### src/rtl/bram_accumulator.sv
// bram_accumulator: single-port synchronous block RAM with a host read/write
// port and a built-in burst accumulator that sums len consecutive words from
// base_addr, wrapping at the top of memory.
// Build option: define BRAM_ACC_SAT_EN to saturate the sum at 2**DATA_W-1
// and turn c_out into a sticky overflow flag.
//
// state  | meaning
// -------+---------------------------------------------------------------
// IDLE   | host port live, waiting for start
// RUN    | one burst read per cycle, accumulating the previous read
// FINISH | accumulate last word, pulse done, release the host port
module bram_accumulator #(
    parameter int DATA_W = 8,
    parameter int ADDR_W = 4
) (
    input  logic                     clk,
    input  logic                     rst_n,
    input  logic                     enable,
    input  logic                     write_en,
    input  logic [ADDR_W-1:0]        addr,
    input  logic [DATA_W-1:0]        data_in,
    output logic [DATA_W-1:0]        data_out,
    input  logic                     start,
    input  logic [ADDR_W-1:0]        base_addr,
    input  logic [ADDR_W:0]          len,
    output logic                     busy,
    output logic                     done,
    output logic [DATA_W+ADDR_W-1:0] sum,
    output logic                     c_out
);

    localparam int SUM_W = DATA_W + ADDR_W;
    localparam int DEPTH = 2 ** ADDR_W;
    localparam logic [ADDR_W:0] LEN_MAX = (ADDR_W + 1)'(DEPTH);
    localparam logic [ADDR_W:0] LEN_ONE = (ADDR_W + 1)'(1);

    typedef enum logic [1:0] {
        IDLE,
        RUN,
        FINISH
    } state_t;

    state_t            state;
    logic [DATA_W-1:0] mem [DEPTH];
    logic [DATA_W-1:0] rd_q;
    logic              rd_valid;
    logic [ADDR_W-1:0] ptr;
    logic [ADDR_W:0]   remaining;
    logic [SUM_W-1:0]  sum_add;
    logic [SUM_W-1:0]  next_sum;
    logic              next_c;
    logic              host_ok;

    // The host port is locked out for the whole burst, including FINISH.
    assign host_ok = enable && !busy;
    assign sum_add = sum + SUM_W'(rd_q);

    // Next accumulator value and carry flag for one more word.
    always_comb begin
        next_sum = sum_add;
        next_c   = |sum_add[SUM_W-1:DATA_W];
`ifdef BRAM_ACC_SAT_EN
        // sum never exceeds 2**DATA_W-1 here, so sum_add cannot wrap SUM_W.
        if (|sum_add[SUM_W-1:DATA_W]) begin
            next_sum = {{ADDR_W{1'b0}}, {DATA_W{1'b1}}};
            next_c   = 1'b1;
        end else begin
            next_c   = c_out;
        end
`endif
    end

    // RAM array: host writes and burst reads share the single port; not reset.
    always_ff @(posedge clk) begin
        if (host_ok && write_en) begin
            mem[addr] <= data_in;
        end
        if (state == RUN) begin
            rd_q <= mem[ptr];
        end
    end

    // Registered host read data, read-first, held when not reading.
    always_ff @(posedge clk or negedge rst_n) begin
        if (!rst_n) begin
            data_out <= '0;
        end else if (host_ok && !write_en) begin
            data_out <= mem[addr];
        end
    end

    // Burst sequencer with registered busy/done/sum/c_out.
    always_ff @(posedge clk or negedge rst_n) begin
        if (!rst_n) begin
            state     <= IDLE;
            busy      <= 1'b0;
            done      <= 1'b0;
            sum       <= '0;
            c_out     <= 1'b0;
            rd_valid  <= 1'b0;
            ptr       <= '0;
            remaining <= '0;
        end else begin
            done <= 1'b0;
            case (state)
                IDLE: begin
                    if (start) begin
                        ptr       <= base_addr;
                        remaining <= (len > LEN_MAX) ? LEN_MAX : len;
                        sum       <= '0;
                        c_out     <= 1'b0;
                        rd_valid  <= 1'b0;
                        busy      <= 1'b1;
                        state     <= (len == '0) ? FINISH : RUN;
                    end
                end
                RUN: begin
                    ptr      <= ptr + 1'b1;
                    rd_valid <= 1'b1;
                    if (rd_valid) begin
                        sum   <= next_sum;
                        c_out <= next_c;
                    end
                    if (remaining == LEN_ONE) begin
                        state <= FINISH;
                    end else begin
                        remaining <= remaining - 1'b1;
                    end
                end
                FINISH: begin
                    if (rd_valid) begin
                        sum   <= next_sum;
                        c_out <= next_c;
                    end
                    rd_valid <= 1'b0;
                    busy     <= 1'b0;
                    done     <= 1'b1;
                    state    <= IDLE;
                end
                default: begin
                    state <= IDLE;
                    busy  <= 1'b0;
                end
            endcase
        end
    end

endmodule
### config.mk
export PLATFORM = sky130hd
export DESIGN_NAME = bram_accumulator
export DESIGN_NICKNAME = d
export VERILOG_FILES = /design/src/rtl/bram_accumulator.sv
export SDC_FILE = /design/constraint.sdc
export NUM_CORES = 1
export LEC_CHECK = 0
export ABC_CLOCK_PERIOD_IN_PS = 3000
export CAP_MARGIN = 5
export CORE_MARGIN = 2
export CORE_UTILIZATION = 29
export DETAILED_ROUTE_END_ITERATION = 10
export GPL_ROUTABILITY_DRIVEN = 0
export GPL_TIMING_DRIVEN = 0
export PLACE_DENSITY = 0.44
export SLEW_MARGIN = 10
export SYNTH_ARGS = -nofsm -noshare
export SYNTH_HDL_FRONTEND = slang
export SYNTH_SLANG_ARGS = --single-unit
export TNS_END_PERCENT = 30
### constraint.sdc
create_clock -name clk -period 3 [get_ports clk]
set_input_delay 0.3 -clock clk [delete_from_list [all_inputs] [get_ports clk]]
set_output_delay 0.3 -clock clk [all_outputs]
set_load 0.01 [all_outputs]
==> flow_summary.ini <==
[floorplan]
row_count = 61
coreArea_um2 = 27900
num_io_pins = 49
die_x_um = 173
dieArea_um2 = 29800
start_util_pct = 29.6
die_y_um = 173

[drt]
first_pass_iters = 5
num_vias = 5045
wl_per_cell_um = 22.2
drtIter0Drc = 535
antenna_left = 0
vias_per_cell = 5.08
drcViolationCount = 0
drt-total-wl_um = 22100

[clock_tree]
cts.clk_slew.worst_paths_ns = 0.07
cts_max_level = 4
cts_max_path_buffers = 2
cts.sinks = 171
clk_latency_ns = 0.44
cts_tree = yes
cts_root_buf = clkbuf_16
cts_buffers = 17

[worst_setup_path]
end_kind = register
crit_chain = clkbuf_1, and2_1, clkbuf_1, a221oi_1, a22oi_1, nand2_1
cp-start-kind = register
crit_buf_inv = 2
crit_fanout = 10
cp_slowest_stage_delay_ns = 0.63
cp_top_family = buffers and inverters
cpMostUsedCell = clkbuf_1
worst-endpoint-required_ns = 3.16
path_class = reg -> reg
critPathSlowestCell = clkbuf_1
cp_data_arrival_time_ns = 2.83

[power_and_ir_drop]
combPwrFrac_pct = 36.1
power.switching_uw = 3070
ir_worst_vdd_mv = 0.360
p_int_uw = 5360
seq_power_share_pct = 36.5
p_clk_share_pct = 27.4
p_leak_uw = 0.00345
power_uw = 8430
pwr_density_cell_nw_per_um2 = 854
switching_share_pct = 36.5

[global_route]
grt_pass1_wl_um = 33300
grtUsageTotal_pct = 15.2
grt_max_degree = 29
gr-total-overflow = 0
antenna_found_initial = 0
first_global_vias = 5167

[sta]
hold_violations = 0
finalSetupTns_ns = 0
final.period_utilization_pct = 88.8
worstMarginPinSlew_ns = 1.03
finalSetupViolCount = 0
rsz0062_at_grt = no
relSlewSlack_pct = 30.8
period_needed_ns = 2.67
skew_ns = 0.00937
slew_viol_final = 0
max_freq_ghz = 0.375

[outcome]
outcome = finished, final reports clean

[final_layout]
syn_to_final_growth_pct = 19.8
antenna_cells = 0
layout-drive-gt1-share_pct = 18.2
nNetsFinal = 644

[placed_design]
dp_hpwl_um = 15900
io_buffers = 46

[logic_synthesis]
ys_warn_count = 0
synth_area_leaders = edfxtp_1 (50%), mux4_2 (13%), dfrtp_1 (11%)
yosysTopAreaCell = edfxtp_1
synth_cell_type_count = 56
synth-seq-cells = 171
yosysSeqAreaShare_pct = 60.2
yosys-top-cells-count = edfxtp_1 (136), mux4_2 (49), nand2_1 (39), dfrtp_1 (35), mux2i_1 (32)
synth_top_area_share_pct = 49.5
synth-edff-count = 136
synth.cell_area_um2 = 8240
synth_nets = 574
synth_ff_type = edfxtp_1
synthArstFlopShare_pct = 20.5
avgSynthCellArea_um2 = 15.5
synth_cells = 533
yosysMostFrequentCell = edfxtp_1

[job]
maxCapViolCount = 0

[min_path]
hp-class = in -> async
## registers in the layout (all words and copies together) (netlist names), 2 cells and up
| signal | count |
|---|---|
| data_out | 8 |
| sum | 12 |
| state | 2 |
| rd_q | 8 |
| ptr | 4 |
| remaining | 5 |
| mem | 128 |
## power by group through the flow
stage	clock network (uW)	logic [uW]	registers, uW
floorplan	0	1950	3120
global placement	0	3030	3120
detailed placement	0	3070	3130
CTS	2360	3080	3080
global route	2450	3350	3120
finish	2310	3040	3080
## per-stage QoR
stage	util [%]	instances	hold slack, ns	area [um^2]	setup slack [ns]
global placement	32.9	957	0.479	9180	-0.429
finish	35.5	994	0.261	9880	0.335
global route	35.5	994	0.273	9880	0.203
detailed placement	33.2	961	0.175	9240	-0.0539
CTS	35.4	994	0.259	9870	0.0173
floorplan	-	533	0.00441	8240	0.932
## path summary, 6_finish.rpt
check	to	depth (start not counted)	slack [ns]	from
worst max register to register	rd_q[6]	6	0.33	ptr[1]
worst max-delay path	rd_q[6]	6	0.33	ptr[1]
worst min-delay path	ptr[0]	2	0.26	rst_n
worst min register to register	c_out	2	0.49	c_out
min in group clk	mem[4][6]	2	0.43	addr[0]
max in group asynchronous	sum[6]	3	2.30	rst_n
## metal layers
layer | GRT usage [%] | vias to the layer above | part of all wire (%)
li1 | - | 2283 | -
met1 | 20.6 | 2621 | 47
met2 | 25.0 | 120 | 49
met3 | 2.88 | 21 | 3.7
met4 | 4.10 | 0 | 1.1
met5 | 0 | - | 0
## cells in the final DEF (no fill, tap or decap), drive strengths merged, types with 22 or more instances in the layout
cell type	netlist	layout
a21oi	22	22
clkbuf	14	31
clkdlybuf4s50	0	45
dfrtp	35	35
edfxtp	136	136
mux2i	32	32
mux4	56	56
nand2	39	39
nor2	23	23
o21ai	31	31
## logic make-up after synthesis
logic type	after synthesis	synth area share (%)
buffers and inverters	41	2.20
AO/OA/AOI/OAI	96	7.41
multiplexers	103	21.6
adder cells (fa/ha/maj)	15	2.37
flip-flops	171	60.2
XOR/XNOR	4	0.425
AND/OR/NAND/NOR	103	5.84
## layout make-up
class,instances,area [um^2]
plain buffers,29,138
clock buffers,17,425
clock inverters,15,204
fillers,2652,18000
inverters,12,45.0
multi-input cells,321,3120
flip-flops and latches,171,4960
well taps,378,473
repair buffers,51,508
## repair_timing
item,in CTS,in global routing
hold endpoints to repair,35,0
setup endpoints to repair,0,4
hold buffers,1,0
gates resized for setup,0,3
buffers inserted,0,0
No activity file was read; power rests on OpenSTA's default activity.
